[config.mk]
export PLATFORM = sky130hd
export DESIGN_NAME = axi4_slave_mem_write_ctrl_flat
export DESIGN_NICKNAME = d
export VERILOG_FILES = /design/src/rtl/axi4_slave_mem_pkg.sv /design/src/rtl/axi4_slave_mem_write_ctrl_if.sv /design/src/rtl/axi4_slave_addr_gen.sv /design/src/rtl/axi4_slave_mem_write_ctrl.sv /design/src/flat_wrapper.sv
export SDC_FILE = /design/constraint.sdc
export NUM_CORES = 1
export LEC_CHECK = 0
export ABC_CLOCK_PERIOD_IN_PS = 4400
export BUFFER_PORTS_ARGS = -buffer_cell sky130_fd_sc_hd__buf_2
export CAP_MARGIN = 20
export CORE_ASPECT_RATIO = 1.1
export CORE_MARGIN = 1
export CORE_UTILIZATION = 45
export DETAILED_ROUTE_END_ITERATION = 10
export HOLD_SLACK_MARGIN = 0.02
export PLACE_DENSITY = 0.67
export SETUP_SLACK_MARGIN = 0.02
export SLEW_MARGIN = 30
export SYNTH_ARGS = -nofsm -noshare
export SYNTH_HDL_FRONTEND = slang
export SYNTH_SLANG_ARGS = --single-unit
[constraint.sdc]
create_clock -name sys_clk -period 4.4 [get_ports sys_clk]
set_input_delay 0 -clock sys_clk [delete_from_list [all_inputs] [get_ports sys_clk]]
set_output_delay 0 -clock sys_clk [all_outputs]
set_load 0.01 [all_outputs]
[src/rtl/axi4_slave_mem_pkg.sv]
// rtl/axi4_slave_mem_pkg.sv - shared encodings and constants for the AXI4 slave write path
package axi4_slave_mem_pkg;

    localparam int MEM_BYTES_DEFAULT = 2000001;

    typedef enum logic [1:0] {
        BURST_FIXED = 2'b00,
        BURST_INCR  = 2'b01,
        BURST_WRAP  = 2'b10,
        BURST_RSVD  = 2'b11
    } burst_e;

    localparam logic [1:0] RESP_OKAY   = 2'b00;
    localparam logic [1:0] RESP_SLVERR = 2'b10;
    localparam logic [1:0] RESP_DECERR = 2'b11;

    typedef logic [1:0] state_t;
    localparam state_t ST_IDLE  = 2'd0;
    localparam state_t ST_DATA  = 2'd1;
    localparam state_t ST_WRITE = 2'd2;
    localparam state_t ST_RESP  = 2'd3;

    // Bursts the slave refuses to write: bad wrap length, reserved burst, or beats wider than the bus.
    function automatic logic burst_illegal(input logic [1:0] burst, input logic [7:0] len,
                                           input logic [2:0] size);
        logic bad_wrap_len;
        bad_wrap_len = !((len == 8'd1) || (len == 8'd3) || (len == 8'd7) || (len == 8'd15));
        return ((burst == BURST_WRAP) && bad_wrap_len) || (burst == BURST_RSVD) || (size > 3'd2);
    endfunction

    function automatic logic [1:0] resp_encode(input logic decerr, input logic slverr);
        if (decerr) begin
            return RESP_DECERR;
        end else if (slverr) begin
            return RESP_SLVERR;
        end
        return RESP_OKAY;
    endfunction

endpackage

[src/rtl/axi4_slave_mem_write_ctrl_if.sv]
// rtl/axi4_slave_mem_write_ctrl_if.sv - AXI4 write channels (AW, W, B) bundled for the slave controller
interface axi4_slave_mem_write_ctrl_if #(
    parameter int ID_W = 4
);
    logic [ID_W-1:0] awid;
    logic [31:0]     awaddr;
    logic [7:0]      awlen;
    logic [2:0]      awsize;
    logic [1:0]      awburst;
    logic            awvalid;
    logic            awready;

    logic [31:0]     wdata;
    logic [3:0]      wstrb;
    logic            wlast;
    logic            wvalid;
    logic            wready;

    logic [ID_W-1:0] bid;
    logic [1:0]      bresp;
    logic            bvalid;
    logic            bready;

    modport master (
        output awid, awaddr, awlen, awsize, awburst, awvalid,
        input  awready,
        output wdata, wstrb, wlast, wvalid,
        input  wready,
        input  bid, bresp, bvalid,
        output bready
    );

    modport slave (
        input  awid, awaddr, awlen, awsize, awburst, awvalid,
        output awready,
        input  wdata, wstrb, wlast, wvalid,
        output wready,
        output bid, bresp, bvalid,
        input  bready
    );
endinterface

[src/rtl/axi4_slave_addr_gen.sv]
// rtl/axi4_slave_addr_gen.sv - combinational next-beat address for FIXED/INCR/WRAP bursts
module axi4_slave_addr_gen
    import axi4_slave_mem_pkg::*;
(
    input  logic [31:0] addr,
    input  logic [2:0]  size,
    input  logic [7:0]  len,
    input  logic [1:0]  burst,
    output logic [31:0] next_addr
);
    logic [31:0] beat_bytes;
    logic [31:0] wrap_mask;
    logic [31:0] incr_addr;

    always_comb begin
        beat_bytes = 32'd1 << size;
        wrap_mask  = (({24'd0, len} + 32'd1) << size) - 32'd1;
        // An unaligned first beat snaps to the beat size before stepping.
        incr_addr  = (addr & ~(beat_bytes - 32'd1)) + beat_bytes;
        case (burst)
            BURST_INCR: next_addr = incr_addr;
            BURST_WRAP: next_addr = (addr & ~wrap_mask) | (incr_addr & wrap_mask);
            default:    next_addr = addr;
        endcase
    end
endmodule

[src/rtl/axi4_slave_mem_write_ctrl.sv]
// rtl/axi4_slave_mem_write_ctrl.sv - AXI4 write slave that serialises each 32-bit beat into byte writes
module axi4_slave_mem_write_ctrl
    import axi4_slave_mem_pkg::*;
#(
    parameter int ID_W      = 4,
    parameter int MEM_BYTES = MEM_BYTES_DEFAULT
) (
    input  logic                         sys_clk,
    input  logic                         rst,
    axi4_slave_mem_write_ctrl_if.slave   axi,
    output logic [31:0]                  sys_addr,
    output logic [7:0]                   sys_wdata,
    output logic [31:0]                  sys_sel,
    output logic                         sys_wen,
    output logic                         sys_ren
);
    localparam logic [31:0] MEM_LIMIT = 32'(MEM_BYTES);

    state_t          state_q, state_d;
    logic [ID_W-1:0] awid_q, awid_d;
    logic [31:0]     beat_addr_q, beat_addr_d;
    logic [7:0]      awlen_q, awlen_d;
    logic [2:0]      awsize_q, awsize_d;
    logic [1:0]      awburst_q, awburst_d;
    logic [31:0]     wdata_q, wdata_d;
    logic [3:0]      wstrb_q, wstrb_d;
    logic [7:0]      beat_cnt_q, beat_cnt_d;
    logic [1:0]      lane_q, lane_d;
    logic            suppress_q, suppress_d;
    logic            slverr_q, slverr_d;
    logic            decerr_q, decerr_d;
    logic            awready_q, awready_d;
    logic            wready_q, wready_d;
    logic            bvalid_q, bvalid_d;
    logic [ID_W-1:0] bid_q, bid_d;
    logic [1:0]      bresp_q, bresp_d;
    logic [31:0]     sys_addr_q, sys_addr_d;
    logic [7:0]      sys_wdata_q, sys_wdata_d;
    logic [31:0]     sys_sel_q, sys_sel_d;
    logic            sys_wen_q, sys_wen_d;

    logic [31:0]     next_beat_addr;
    logic [31:0]     byte_addr;
    logic            lane_wanted;

    axi4_slave_addr_gen u_addr_gen (
        .addr      (beat_addr_q),
        .size      (awsize_q),
        .len       (awlen_q),
        .burst     (awburst_q),
        .next_addr (next_beat_addr)
    );

    always_comb begin
        state_d     = state_q;
        awid_d      = awid_q;
        beat_addr_d = beat_addr_q;
        awlen_d     = awlen_q;
        awsize_d    = awsize_q;
        awburst_d   = awburst_q;
        wdata_d     = wdata_q;
        wstrb_d     = wstrb_q;
        beat_cnt_d  = beat_cnt_q;
        lane_d      = lane_q;
        suppress_d  = suppress_q;
        slverr_d    = slverr_q;
        decerr_d    = decerr_q;
        bid_d       = bid_q;
        bresp_d     = bresp_q;
        sys_addr_d  = sys_addr_q;
        sys_wdata_d = sys_wdata_q;
        sys_sel_d   = 32'd0;
        sys_wen_d   = 1'b0;
        byte_addr   = {beat_addr_q[31:2], lane_q};
        lane_wanted = 1'b0;

        case (state_q)
            ST_IDLE: begin
                if (axi.awvalid && awready_q) begin
                    awid_d      = axi.awid;
                    beat_addr_d = axi.awaddr;
                    awlen_d     = axi.awlen;
                    awsize_d    = axi.awsize;
                    awburst_d   = axi.awburst;
                    beat_cnt_d  = 8'd0;
                    suppress_d  = burst_illegal(axi.awburst, axi.awlen, axi.awsize);
                    slverr_d    = burst_illegal(axi.awburst, axi.awlen, axi.awsize);
                    decerr_d    = 1'b0;
                    state_d     = ST_DATA;
                end
            end
            ST_DATA: begin
                if (axi.wvalid && wready_q) begin
                    wdata_d = axi.wdata;
                    wstrb_d = axi.wstrb;
                    lane_d  = 2'd0;
                    // Burst length is fixed by awlen; a misplaced wlast only flags the error.
                    if (axi.wlast != (beat_cnt_q == awlen_q)) begin
                        slverr_d = 1'b1;
                    end
                    state_d = ST_WRITE;
                end
            end
            ST_WRITE: begin
                if (lane_q == 2'd3) begin
                    if (beat_cnt_q == awlen_q) begin
                        state_d = ST_RESP;
                    end else begin
                        beat_cnt_d  = beat_cnt_q + 8'd1;
                        beat_addr_d = next_beat_addr;
                        state_d     = ST_DATA;
                    end
                end else begin
                    lane_d = lane_q + 2'd1;
                end
            end
            default: begin
                if (axi.bready && bvalid_q) begin
                    state_d = ST_IDLE;
                end
            end
        endcase

        awready_d = (state_d == ST_IDLE);
        wready_d  = (state_d == ST_DATA);
        bvalid_d  = (state_d == ST_RESP);

        // Byte outputs are registered, so they are computed for the lane about to be presented.
        if (state_d == ST_WRITE) begin
            byte_addr   = {beat_addr_q[31:2], lane_d};
            lane_wanted = wstrb_d[lane_d] && !suppress_q;
            sys_addr_d  = byte_addr;
            sys_wdata_d = wdata_d[{lane_d, 3'b000} +: 8];
            sys_sel_d   = 32'd1 << lane_d;
            sys_wen_d   = lane_wanted && (byte_addr < MEM_LIMIT);
            if (lane_wanted && (byte_addr >= MEM_LIMIT)) begin
                decerr_d = 1'b1;
            end
        end

        if ((state_d == ST_RESP) && (state_q != ST_RESP)) begin
            bid_d   = awid_q;
            bresp_d = resp_encode(decerr_d, slverr_d);
        end
    end

    always_ff @(posedge sys_clk or negedge rst) begin
        if (!rst) begin
            state_q     <= ST_IDLE;
            awid_q      <= '0;
            beat_addr_q <= 32'd0;
            awlen_q     <= 8'd0;
            awsize_q    <= 3'd0;
            awburst_q   <= 2'd0;
            wdata_q     <= 32'd0;
            wstrb_q     <= 4'd0;
            beat_cnt_q  <= 8'd0;
            lane_q      <= 2'd0;
            suppress_q  <= 1'b0;
            slverr_q    <= 1'b0;
            decerr_q    <= 1'b0;
            awready_q   <= 1'b0;
            wready_q    <= 1'b0;
            bvalid_q    <= 1'b0;
            bid_q       <= '0;
            bresp_q     <= 2'd0;
            sys_addr_q  <= 32'd0;
            sys_wdata_q <= 8'd0;
            sys_sel_q   <= 32'd0;
            sys_wen_q   <= 1'b0;
        end else begin
            state_q     <= state_d;
            awid_q      <= awid_d;
            beat_addr_q <= beat_addr_d;
            awlen_q     <= awlen_d;
            awsize_q    <= awsize_d;
            awburst_q   <= awburst_d;
            wdata_q     <= wdata_d;
            wstrb_q     <= wstrb_d;
            beat_cnt_q  <= beat_cnt_d;
            lane_q      <= lane_d;
            suppress_q  <= suppress_d;
            slverr_q    <= slverr_d;
            decerr_q    <= decerr_d;
            awready_q   <= awready_d;
            wready_q    <= wready_d;
            bvalid_q    <= bvalid_d;
            bid_q       <= bid_d;
            bresp_q     <= bresp_d;
            sys_addr_q  <= sys_addr_d;
            sys_wdata_q <= sys_wdata_d;
            sys_sel_q   <= sys_sel_d;
            sys_wen_q   <= sys_wen_d;
        end
    end

    assign axi.awready = awready_q;
    assign axi.wready  = wready_q;
    assign axi.bvalid  = bvalid_q;
    assign axi.bid     = bid_q;
    assign axi.bresp   = bresp_q;

    assign sys_addr  = sys_addr_q;
    assign sys_wdata = sys_wdata_q;
    assign sys_sel   = sys_sel_q;
    assign sys_wen   = sys_wen_q;
    assign sys_ren   = 1'b0;

endmodule
[src/flat_wrapper.sv]
// flat-port wrapper written by rule: the top's interface ports become plain ports
module axi4_slave_mem_write_ctrl_flat import axi4_slave_mem_pkg::*;
#(
    parameter int ID_W      = 4,
    parameter int MEM_BYTES = MEM_BYTES_DEFAULT
)
  (sys_clk, rst, sys_addr, sys_wdata, sys_sel, sys_wen, sys_ren, axi_awid, axi_awaddr, axi_awlen, axi_awsize, axi_awburst, axi_awvalid, axi_awready, axi_wdata, axi_wstrb, axi_wlast, axi_wvalid, axi_wready, axi_bid, axi_bresp, axi_bvalid, axi_bready);
  axi4_slave_mem_write_ctrl_if #(.ID_W(ID_W)) axi_i ();
  input  logic sys_clk;
  input  logic rst;
  output logic [31:0] sys_addr;
  output logic [7:0] sys_wdata;
  output logic [31:0] sys_sel;
  output logic sys_wen;
  output logic sys_ren;
  input wire logic [$bits(axi_i.awid)-1:0] axi_awid;
  input wire logic [$bits(axi_i.awaddr)-1:0] axi_awaddr;
  input wire logic [$bits(axi_i.awlen)-1:0] axi_awlen;
  input wire logic [$bits(axi_i.awsize)-1:0] axi_awsize;
  input wire logic [$bits(axi_i.awburst)-1:0] axi_awburst;
  input wire logic [$bits(axi_i.awvalid)-1:0] axi_awvalid;
  output wire logic [$bits(axi_i.awready)-1:0] axi_awready;
  input wire logic [$bits(axi_i.wdata)-1:0] axi_wdata;
  input wire logic [$bits(axi_i.wstrb)-1:0] axi_wstrb;
  input wire logic [$bits(axi_i.wlast)-1:0] axi_wlast;
  input wire logic [$bits(axi_i.wvalid)-1:0] axi_wvalid;
  output wire logic [$bits(axi_i.wready)-1:0] axi_wready;
  output wire logic [$bits(axi_i.bid)-1:0] axi_bid;
  output wire logic [$bits(axi_i.bresp)-1:0] axi_bresp;
  output wire logic [$bits(axi_i.bvalid)-1:0] axi_bvalid;
  input wire logic [$bits(axi_i.bready)-1:0] axi_bready;
  assign axi_i.awid = axi_awid;
  assign axi_i.awaddr = axi_awaddr;
  assign axi_i.awlen = axi_awlen;
  assign axi_i.awsize = axi_awsize;
  assign axi_i.awburst = axi_awburst;
  assign axi_i.awvalid = axi_awvalid;
  assign axi_awready = axi_i.awready;
  assign axi_i.wdata = axi_wdata;
  assign axi_i.wstrb = axi_wstrb;
  assign axi_i.wlast = axi_wlast;
  assign axi_i.wvalid = axi_wvalid;
  assign axi_wready = axi_i.wready;
  assign axi_bid = axi_i.bid;
  assign axi_bresp = axi_i.bresp;
  assign axi_bvalid = axi_i.bvalid;
  assign axi_i.bready = axi_bready;
  axi4_slave_mem_write_ctrl #(.ID_W(ID_W), .MEM_BYTES(MEM_BYTES)) u_core (.sys_clk(sys_clk), .rst(rst), .axi(axi_i), .sys_addr(sys_addr), .sys_wdata(sys_wdata), .sys_sel(sys_sel), .sys_wen(sys_wen), .sys_ren(sys_ren));
endmodule
---- Yosys cells after proc, flatten, opt, wreduce, memory -nomap -nowiden ----
Cells that the tools add are included.
storage, ports and cells
  register bits ........................... 182
  bits of input ports ..................... 91
  output and inout bits ................... 83
  word-level logic and storage cells ...... 124
cells by class
  $add $sub $neg .......................... 6
  order comparisons ....................... 4
  equal/unequal tests ..................... 21
  shifts and indexed selects .............. 4
  muxes and demuxes ....................... 40
  bitwise operators ....................... 6
  reduce and logical (&&, ||, !) cells .... 21
operators by type and width
  cell                                                                      count
  32-bit two-way mux                                                        6
  32-bit case mux with 2 select lines                                       2
  32-bit bitwise AND                                                        3
  32-bit NOT                                                                2
  32-bit by 1-bit subtractor with 32-bit output (second input constant)     2
  32-bit adder                                                              1
  32-bit by 21-bit >= comparator with 1-bit output (second input constant)  1
  32-bit by 21-bit < comparator with 1-bit output (second input constant)   1
  32-bit bitwise OR                                                         1
  32-bit by 6-bit indexed part select with 8-bit output                     1
  1-bit by 2-bit << shifter with 32-bit output (first input constant)       1
  1-bit by 3-bit << shifter with 32-bit output (first input constant)       1
  9-bit by 3-bit << shifter with 32-bit output                              1
  8-bit two-way mux                                                         3
  2-bit two-way mux                                                         10
  8-bit case mux with 2 select lines                                        1
  2-bit equality test (second input constant)                               7
  1-bit two-way mux                                                         12
  8-bit by 1-bit adder with 9-bit output (second input constant)            1
  8-bit by 1-bit adder with 8-bit output (second input constant)            1
  8-bit by 1-bit equality test with 1-bit output (second input constant)    1
  8-bit by 2-bit equality test with 1-bit output (second input constant)    1
  8-bit by 3-bit equality test with 1-bit output (second input constant)    1
  8-bit by 4-bit equality test with 1-bit output (second input constant)    1
  other kinds (22)                                                          40

---- Depth between registers and ports, before layout ----
Gate-level depths: netlist of the first run.
  depth in word-level cells ............... 14
  depth in mapped cells ................... 16
  mapped depth without buffers ............ 14

---- Cells and area by module ----
A second synthesis of the first run with hierarchy kept.
second synthesis, totals
  cell total of the unflattened synthesis .. 1080
  area, all modules ....................... 10447.5 µm²
modules (own cells, without submodules)
  module                     instances  cells an instance  area an instance (µm²)  seq. area each (µm²)
  axi4_slave_mem_write_ctrl  1          569                7051.8                  3853.7
  axi4_slave_addr_gen        1          511                3395.8                  0.0

---- Worst setup path before layout of the first run ----
OpenSTA, ideal clock, no wires.
  path kind ............................... register to register
  from .................................... register u_core.awlen_q[1]
  to ...................................... register with a tool-made name
  library setup time ...................... 0.121 ns
  arrival ................................. 3.200 ns
  required time ........................... 4.279 ns
  setup slack ............................. 1.079 ns
  cell stages (with the launch flop) ...... 13
  buffers on the path ..................... 0
  period minus slack after synthesis ...... 3.321 ns
  cell sequence ........................... dfrtp_1 > ha_1 > nand3_4 > nor2_1 > xor2_1 > a221o_1 > o41a_1 > nor3_2 > and3_1 > ha_1 > a21oi_1 > a21oi_1 > o22a_1
RTL lines
  what                      line                              RTL
  start: declaration        axi4_slave_mem_write_ctrl.sv:22   logic [7:0] awlen_q, awlen_d;
  start signal: assignment  axi4_slave_mem_write_ctrl.sv:175  awlen_q <= awlen_d;

==> results of run 1 <==
cells by family after synthesis:
logic type | Yosys count
multiplexers | 107
AND/OR/NAND/NOR | 280
AO/OA/AOI/OAI | 219
other | 1
flip-flops | 154
adder cells (fa/ha/maj) | 13
buffers and inverters | 102
XOR/XNOR | 37
worst max-delay path, cell delays in order, from the launching register on:
cell and delay (ns):
dfrtp_1 0.66, ha_1 0.40, nand3_4 0.15, nor2_1 0.21, xor2_1 0.17, a221o_1 0.44
o41a_1 0.51, nor3_2 0.41, and3_1 0.23, ha_1 0.24, a21oi_1 0.15, a21oi_1 0.09
o22a_1 0.21
area by class of cell:
cell class	count	area, sq um
fillers	1738	8441
multi-input cells	685	4901
flip-flops and latches	154	3854
repair buffers	249	1730
clock buffers	17	425.4
well taps	252	315.3
clock inverters	15	178.9
inverters	23	86.33
worst paths after layout:
kind / to / cells after the start
min reg2reg: u_core.sys_addr[1] / 2
max: register / 12
min in group asynchronous: u_core.sys_addr[26] / 2
max reg2reg: register / 12
min: register / 5
max in group asynchronous: u_core.sys_addr[2] / 3
layer usage:
metal | routed length, um | up-vias | GRT usage (%)
met3 | 1428 | 62 | 4.696
met5 | 0 | - | 0
met4 | 881 | 0 | 11.34
li1 | - | 3750 | -
met1 | 11000 | 3840 | 32.22
met2 | 12120 | 298 | 41.13
through the flow:
stage               total power, W  hold slack, ns  instances  setup slack, ns
finish                    0.008719         0.05383       1395           0.4353
global route              0.009337         0.05870       1395           0.2321
CTS                       0.008703         0.04284       1395           0.5115
detailed placement        0.007098         0.08639       1277           0.5290
global placement          0.007033         0.07880       1277           0.6112
floorplan                 0.005887         -0.2956        941            1.079
timing repair:
action	in CTS	in global routing
buffers inserted	0	0
hold buffers	86	0
setup endpoints to repair	0	0
endpoints found under the hold margin	156	0
cell usage after synthesis, drive strengths merged (9+ instances only):
cell type,count
nand3,28
nor2,66
dfrtp,154
buf,46
nand2,80
nand4,13
a21oi,46
a21o,9
mux2,91
clkbuf,33
ha,13
xnor2,28
a31oi,14
o211ai,12
inv,22
and3,14
nor3,19
o31ai,11
o21ai,38
a211oi,11
xor2,9
where the power goes:
part	internal, W	total (W)	switching [W]
logic	0.00196	0.00454	0.00258
clock network	0.000858	0.00152	0.000660
registers	0.00205	0.00266	0.000611
==> reports/results.tsv, run 1 <==
stage	metric	value	unit
logic_synthesis	Compound-Gate Fraction of Synth Area	17.04	%
logic_synthesis	Most used DFF post-synth	dfrtp_1	
route	Post-Route WL	25.43	mm
global_route	first-pass GRT wire length	41.60	mm
min_path	worst min-delay path class	in -> reg	
timing	setup_tns	0	ns
logic_synthesis	largest family of logic cells by synthesized area	compound AO/OA/AOI/OAI gates	
floorplan	Placement Rows	54	
floorplan	Die X-Extent	138.2	um
flow_run	MaxCap Viol Count	0	
global_route	initial antenna violation count	0	
power	Pleak	5.082	nW
clock_tree	PostCTS Resize Cnt	0	
cells_and_area	antenna fix cells	0	
logic_synthesis	Yosys Warn Count	0	
logic_synthesis	synthesized area per cell	10.06	sq um
clock_tree	H-tree depth	4	
clock_tree	Clock Pin Slew Worst Setup and Hold Paths	0.07	ns
logic_synthesis	Yosys top cell area share	41.94	%
clock_tree	cts bufs inserted	17	
critical_path	kind of start point of the critical path	register	
critical_path	CP Class	reg -> reg	
place	Detailed Place HPWL	17.73	mm
cells_and_area	commonest non-fill, non-tap cell in the layout	dfrtp_1	
critical_path	beginning of the critical path	u_core.awlen_q[0]	
power	PwrDens	758.8	nW/um^2
clock_tree	Sink Count	154	
floorplan	Die Span Y	151.9	um
min_path	hold path startpoint	axi_awaddr[13]	
cells_and_area	Final Cell Area	11490	sq um
logic_synthesis	register area share after synthesis	41.94	%
global_route	largest net degree at the start of global routing	74	
place	GPL Wtd Cong	0.9971	
critical_path	worst r2r src	u_core.awlen_q[0]	
timing	worst slew pin tran	0.8258	ns
floorplan	die area	20990	sq um
status	status	finished with violations	
timing	Final Setup Violations	0	
timing	period utilisation layout	90.11	%
clock_tree	CTS Buffer Depth	2	
logic_synthesis	Cells after Synth	913	
timing	Hold Vio Cnt, Final	0	
floorplan	Starting Density	46.10	%
route	ANT nets after route	0	
logic_synthesis	Synth async-reset ratio	100.0	%
route	via count	7950	
route	post-route DRC violation count	38	
route	first-pass iteration count of the detailed router	9	
logic_synthesis	Post-Synth Adder-Cell Area	1.770	%
route	Via density	5.699	
critical_path	arrival time at the worst endpoint	4.28	ns
logic_synthesis	synthesized area	9188	sq um
route	WL/cell	18.23	um
critical_path	crit path capture type	register	
logic_synthesis	largest area contributor in the netlist	dfrtp_1	
clock_tree	clock root cell	clkbuf_16	
critical_path	critical path peak fanout	15	
place	PortBufs	144	
logic_synthesis	count of cell types in the netlist	97	
floorplan	core footprint	19930	sq um
status	failing checks	DRC	
logic_synthesis	Synth Area in Simple Gates	15.66	%
place	Post-DP Area	10020	sq um
logic_synthesis	flops & latches, synth	154	
clock_tree	Clk Latency, worst-skew pair	0.44	ns
timing	Final Max Slew Viols	0	
global_route	total grt overflow	0	
power	Peak VDD IR	0.4189	mV
logic_synthesis	EDFF count, synth	0	
timing	RSZ-0062 raised after global routing	no	
timing	fin crit period	3.965	ns
cells_and_area	final core occ	57.65	%
logic_synthesis	mux share of post-synthesis cell area	13.99	%
critical_path	flop2flop setup slack	0.44	ns
cells_and_area	commonest non-fill, non-tap cells in the layout	dfrtp_1, buf_2, mux2_2	
timing	Peak Freq	252.2	MHz
route	DR iter-0 viols	656	
cells_and_area	nets	1234	
clock_tree	CTS tree	yes	
logic_synthesis	Area contributors post-synth	dfrtp_1, mux2_2, nand2_1	
global_route	vias in the first global route	7964	
timing	Clock Skew	0.01327	ns
cells_and_area	layout cell share with drive strength beyond 1	28.61	%
logic_synthesis	Post-Synth XOR/XNOR Area	3.609	%
global_route	Total GRT Usage	25.05	%
cells_and_area	area grow syn2layout	25.07	%
critical_path	CP Data Required Time	4.72	ns
timing	relative slew slack	44.49	%
floorplan	I/O pin count	174	
(Power assumes the default switching activity.)
==> run 2, diff against run 1 <==
--- a/config.mk
+++ b/config.mk
@@ -5,6 +5,7 @@
 export SDC_FILE = /design/constraint.sdc
 export NUM_CORES = 1
 export LEC_CHECK = 0
+export ABC_AREA = 1
 export ABC_CLOCK_PERIOD_IN_PS = 4400
 export BUFFER_PORTS_ARGS = -buffer_cell sky130_fd_sc_hd__buf_2
 export CAP_MARGIN = 20
@@ -13,7 +14,7 @@
 export CORE_UTILIZATION = 45
 export DETAILED_ROUTE_END_ITERATION = 10
 export HOLD_SLACK_MARGIN = 0.02
-export PLACE_DENSITY = 0.67
+export PLACE_DENSITY = 0.76
 export SETUP_SLACK_MARGIN = 0.02
 export SLEW_MARGIN = 30
 export SYNTH_ARGS = -nofsm -noshare
==> run 2 against run 1 <==
The flow now finishes without violations. Sequential power decreased by 5%. Via count is 24% higher. Clock-buffer cell count increased by 6. First-iteration DRC count up 3.8%.
==> reports/results.tsv, run 2 <==
stage	metric	value	unit
floorplan	I/O pin count	174	
cells_and_area	multi-input logic area	4966	sq um
power	Peak VDD IR	0.3632	mV
critical_path	CP Class	reg -> reg	
floorplan	core footprint	20780	sq um
power	combinational power share	48.4	%
logic_synthesis	synthesized area per cell	7.048	sq um
cells_and_area	layout cell share with drive strength beyond 1	15.57	%
clock_tree	H-tree depth	4	
route	WL/cell	14.95	um
logic_synthesis	Compound-Gate Fraction of Synth Area	10.60	%
clock_tree	cts bufs inserted	17	
logic_synthesis	Post-Synth Adder-Cell Area	1.685	%
floorplan	Placement Rows	55	
logic_synthesis	count of cell types in the netlist	53	
cells_and_area	Final Cell Area	11970	sq um
clock_tree	Clock Pin Slew Worst Setup and Hold Paths	0.06	ns
clock_tree	PostCTS Resize Cnt	0	
logic_synthesis	Synth async-reset ratio	100.0	%
cells_and_area	commonest non-fill, non-tap cells in the layout	nand2_1, dfrtp_1, buf_2	
logic_synthesis	Most used DFF post-synth	dfrtp_1	
cells_and_area	area grow syn2layout	23.93	%
flow_run	MaxCap Viol Count	0	
route	via count	9884	
clock_tree	CTS tree	yes	
logic_synthesis	Synth Area in Simple Gates	36.34	%
place	Detailed Place HPWL	19.65	mm
global_route	Total GRT Usage	26.17	%
logic_synthesis	largest family of logic cells by synthesized area	simple AND/OR/NAND/NOR gates	
logic_synthesis	commonest cells in the netlist	nand2_1, dfrtp_1, inv_1, nand3_1, nor2_1	
timing	setup ws final	0.9328	ns
timing	relative slew slack	47.32	%
logic_synthesis	most frequent cell after synthesis	nand2_1	
timing	Clock Skew	0.01703	ns
global_route	first-pass GRT wire length	45.47	mm
min_path	worst min-delay path class	in -> async	
power	Pleak	6.067	nW
logic_synthesis	register area share after synthesis	39.91	%
global_route	vias in the first global route	9456	
critical_path	kind of start point of the critical path	register	
timing	Final Setup Violations	0	
floorplan	Starting Density	46.46	%
critical_path	CP Data Required Time	4.72	ns
power	Pint	0.004205	W
logic_synthesis	flops & latches, synth	154	
floorplan	die area	22050	sq um
global_route	total grt overflow	0	
logic_synthesis	mux share of post-synthesis cell area	0	%
floorplan	Die Span Y	155.6	um
power	power share of the clock group	19.5	%
logic_synthesis	synthesized area	9656	sq um
clock_tree	Sink Count	154	
global_route	largest net degree at the start of global routing	81	
route	ANT nets after route	0	
route	post-route DRC violation count	0	
timing	RSZ-0062 raised after global routing	no	
cells_and_area	commonest non-fill, non-tap cell in the layout	nand2_1	
logic_synthesis	Post-Synth XOR/XNOR Area	1.633	%
route	Via density	5.246	
timing	fin crit period	3.467	ns
cells_and_area	register area	3854	sq um
route	DR iter-0 viols	681	
cells_and_area	fill count	1913	
logic_synthesis	Yosys top cell area share	39.91	%
timing	worst slew pin tran	0.7874	ns
status	status	completed	
critical_path	crit path capture type	register	
cells_and_area	antenna fix cells	0	
timing	Final Max Slew Viols	0	
power	Seq pwr share	32.1	%
logic_synthesis	Area contributors post-synth	dfrtp_1, nand2_1, nand3_1	
logic_synthesis	Cells after Synth	1370	
timing	Peak Freq	288.4	MHz
timing	Hold Vio Cnt, Final	0	
global_route	initial antenna violation count	0	
logic_synthesis	EDFF count, synth	0	
logic_synthesis	largest area contributor in the netlist	dfrtp_1	
route	first-pass iteration count of the detailed router	6	
power	PwrDens	660.8	nW/um^2
logic_synthesis	Yosys Warn Count	0	
place	pre-CTS WS	1.024	ns
power	Psw	0.003703	W
route	Post-Route WL	28.17	mm
timing	period utilisation layout	78.80	%
cells_and_area	nets	1691	
clock_tree	clock root cell	clkbuf_16	
place	PortBufs	144	
timing	setup_tns	0	ns
place	GPL Wtd Cong	0.9137	
floorplan	Die X-Extent	141.7	um
power	sw frac	46.83	%
clock_tree	CTS Buffer Depth	2	
critical_path	critical path peak fanout	19	
place	Post-DP Area	10470	sq um
clock_tree	Clk Latency, worst-skew pair	0.44	ns
timing	final hold slack	0.1649	ns
power	total chip power	0.007908	W
critical_path	arrival time at the worst endpoint	3.79	ns
==> run 2: area by class of cell <==
type / instances / share of cell area (%)
Clock inverter: 8 / 1.108
Multi-Input combinational cell: 1039 / 41.50
Sequential cell: 154 / 32.20
Timing Repair Buffer: 240 / 13.94
Tap cell: 285 / 2.980
Inverter: 135 / 4.276
Clock buffer: 23 / 3.994
==> run 2: power by group through the flow <==
stage | Combinational, W | Sequential, W | Clock [W]
finish | 0.00383 | 0.00254 | 0.00154
global route | 0.00432 | 0.00260 | 0.00162
CTS | 0.00378 | 0.00251 | 0.00155
detailed placement | 0.00370 | 0.00252 | 0
global placement | 0.00363 | 0.00252 | 0
floorplan | 0.00280 | 0.00242 | 0
==> run 2: repair_timing <==
item                      CTS  global route
hold buffers               88             0
hold endpoints to repair  172             0
setup buffers               0             0
==> run 2: path summary, 6_finish.rpt <==
path	to	from	cells after the start	slack (ns)
max	register	u_core.awsize_q[0]	18	0.93
min	u_core.axi.bid[0]	rst	2	0.16
max reg2reg	register	u_core.awsize_q[0]	18	0.93
min reg2reg	u_core.axi.bid[0]	u_core.axi.bid[0]	2	0.46
max in group asynchronous	u_core.sys_wdata[2]	rst	3	3.21
min in group sys_clk	u_core.state_q[1]	axi_awvalid	6	0.18
==> run 2: worst max-delay path, cell delays in order (launching register included) <==
cell,delay [ns]
dfrtp_1,0.79
inv_4,0.22
nor2_1,0.24
inv_1,0.08
ha_1,0.30
nand2_1,0.06
inv_1,0.04
ha_1,0.35
nand2_1,0.10
nor2_1,0.19
nand3_1,0.10
o21ai_0,0.45
nand2_1,0.11
nand2_1,0.08
nand2_1,0.05
nand3_1,0.08
nand2_1,0.05
nand2_1,0.05
nand2_1,0.05
==> run 2: cells by family (layout without fill, tap and decap cells) <==
kind of cell | Yosys count | after routing
flops | 154 | 154
fa+ha+maj | 13 | 13
compound gates | 177 | 177
simple gates | 802 | 802
buf+inv | 205 | 406
xor+xnor | 18 | 18
other cells | 1 | 29
==> run 2: routing by layer <==
metal	track usage (%)	wire length, um	up-vias
met2	44.80	13570	450
met5	0	0	-
met1	32.28	11660	4600
met3	5.126	2176	61
li1	-	-	4773
met4	10.60	749	0
==> run 2: metrics by stage <==
stage | utilization [%] | std cells
floorplan | - | 1398
global placement | 50.40 | 1765
detailed placement | 50.40 | 1765
CTS | 57.57 | 1884
global route | 57.58 | 1884
finish | 57.58 | 1884
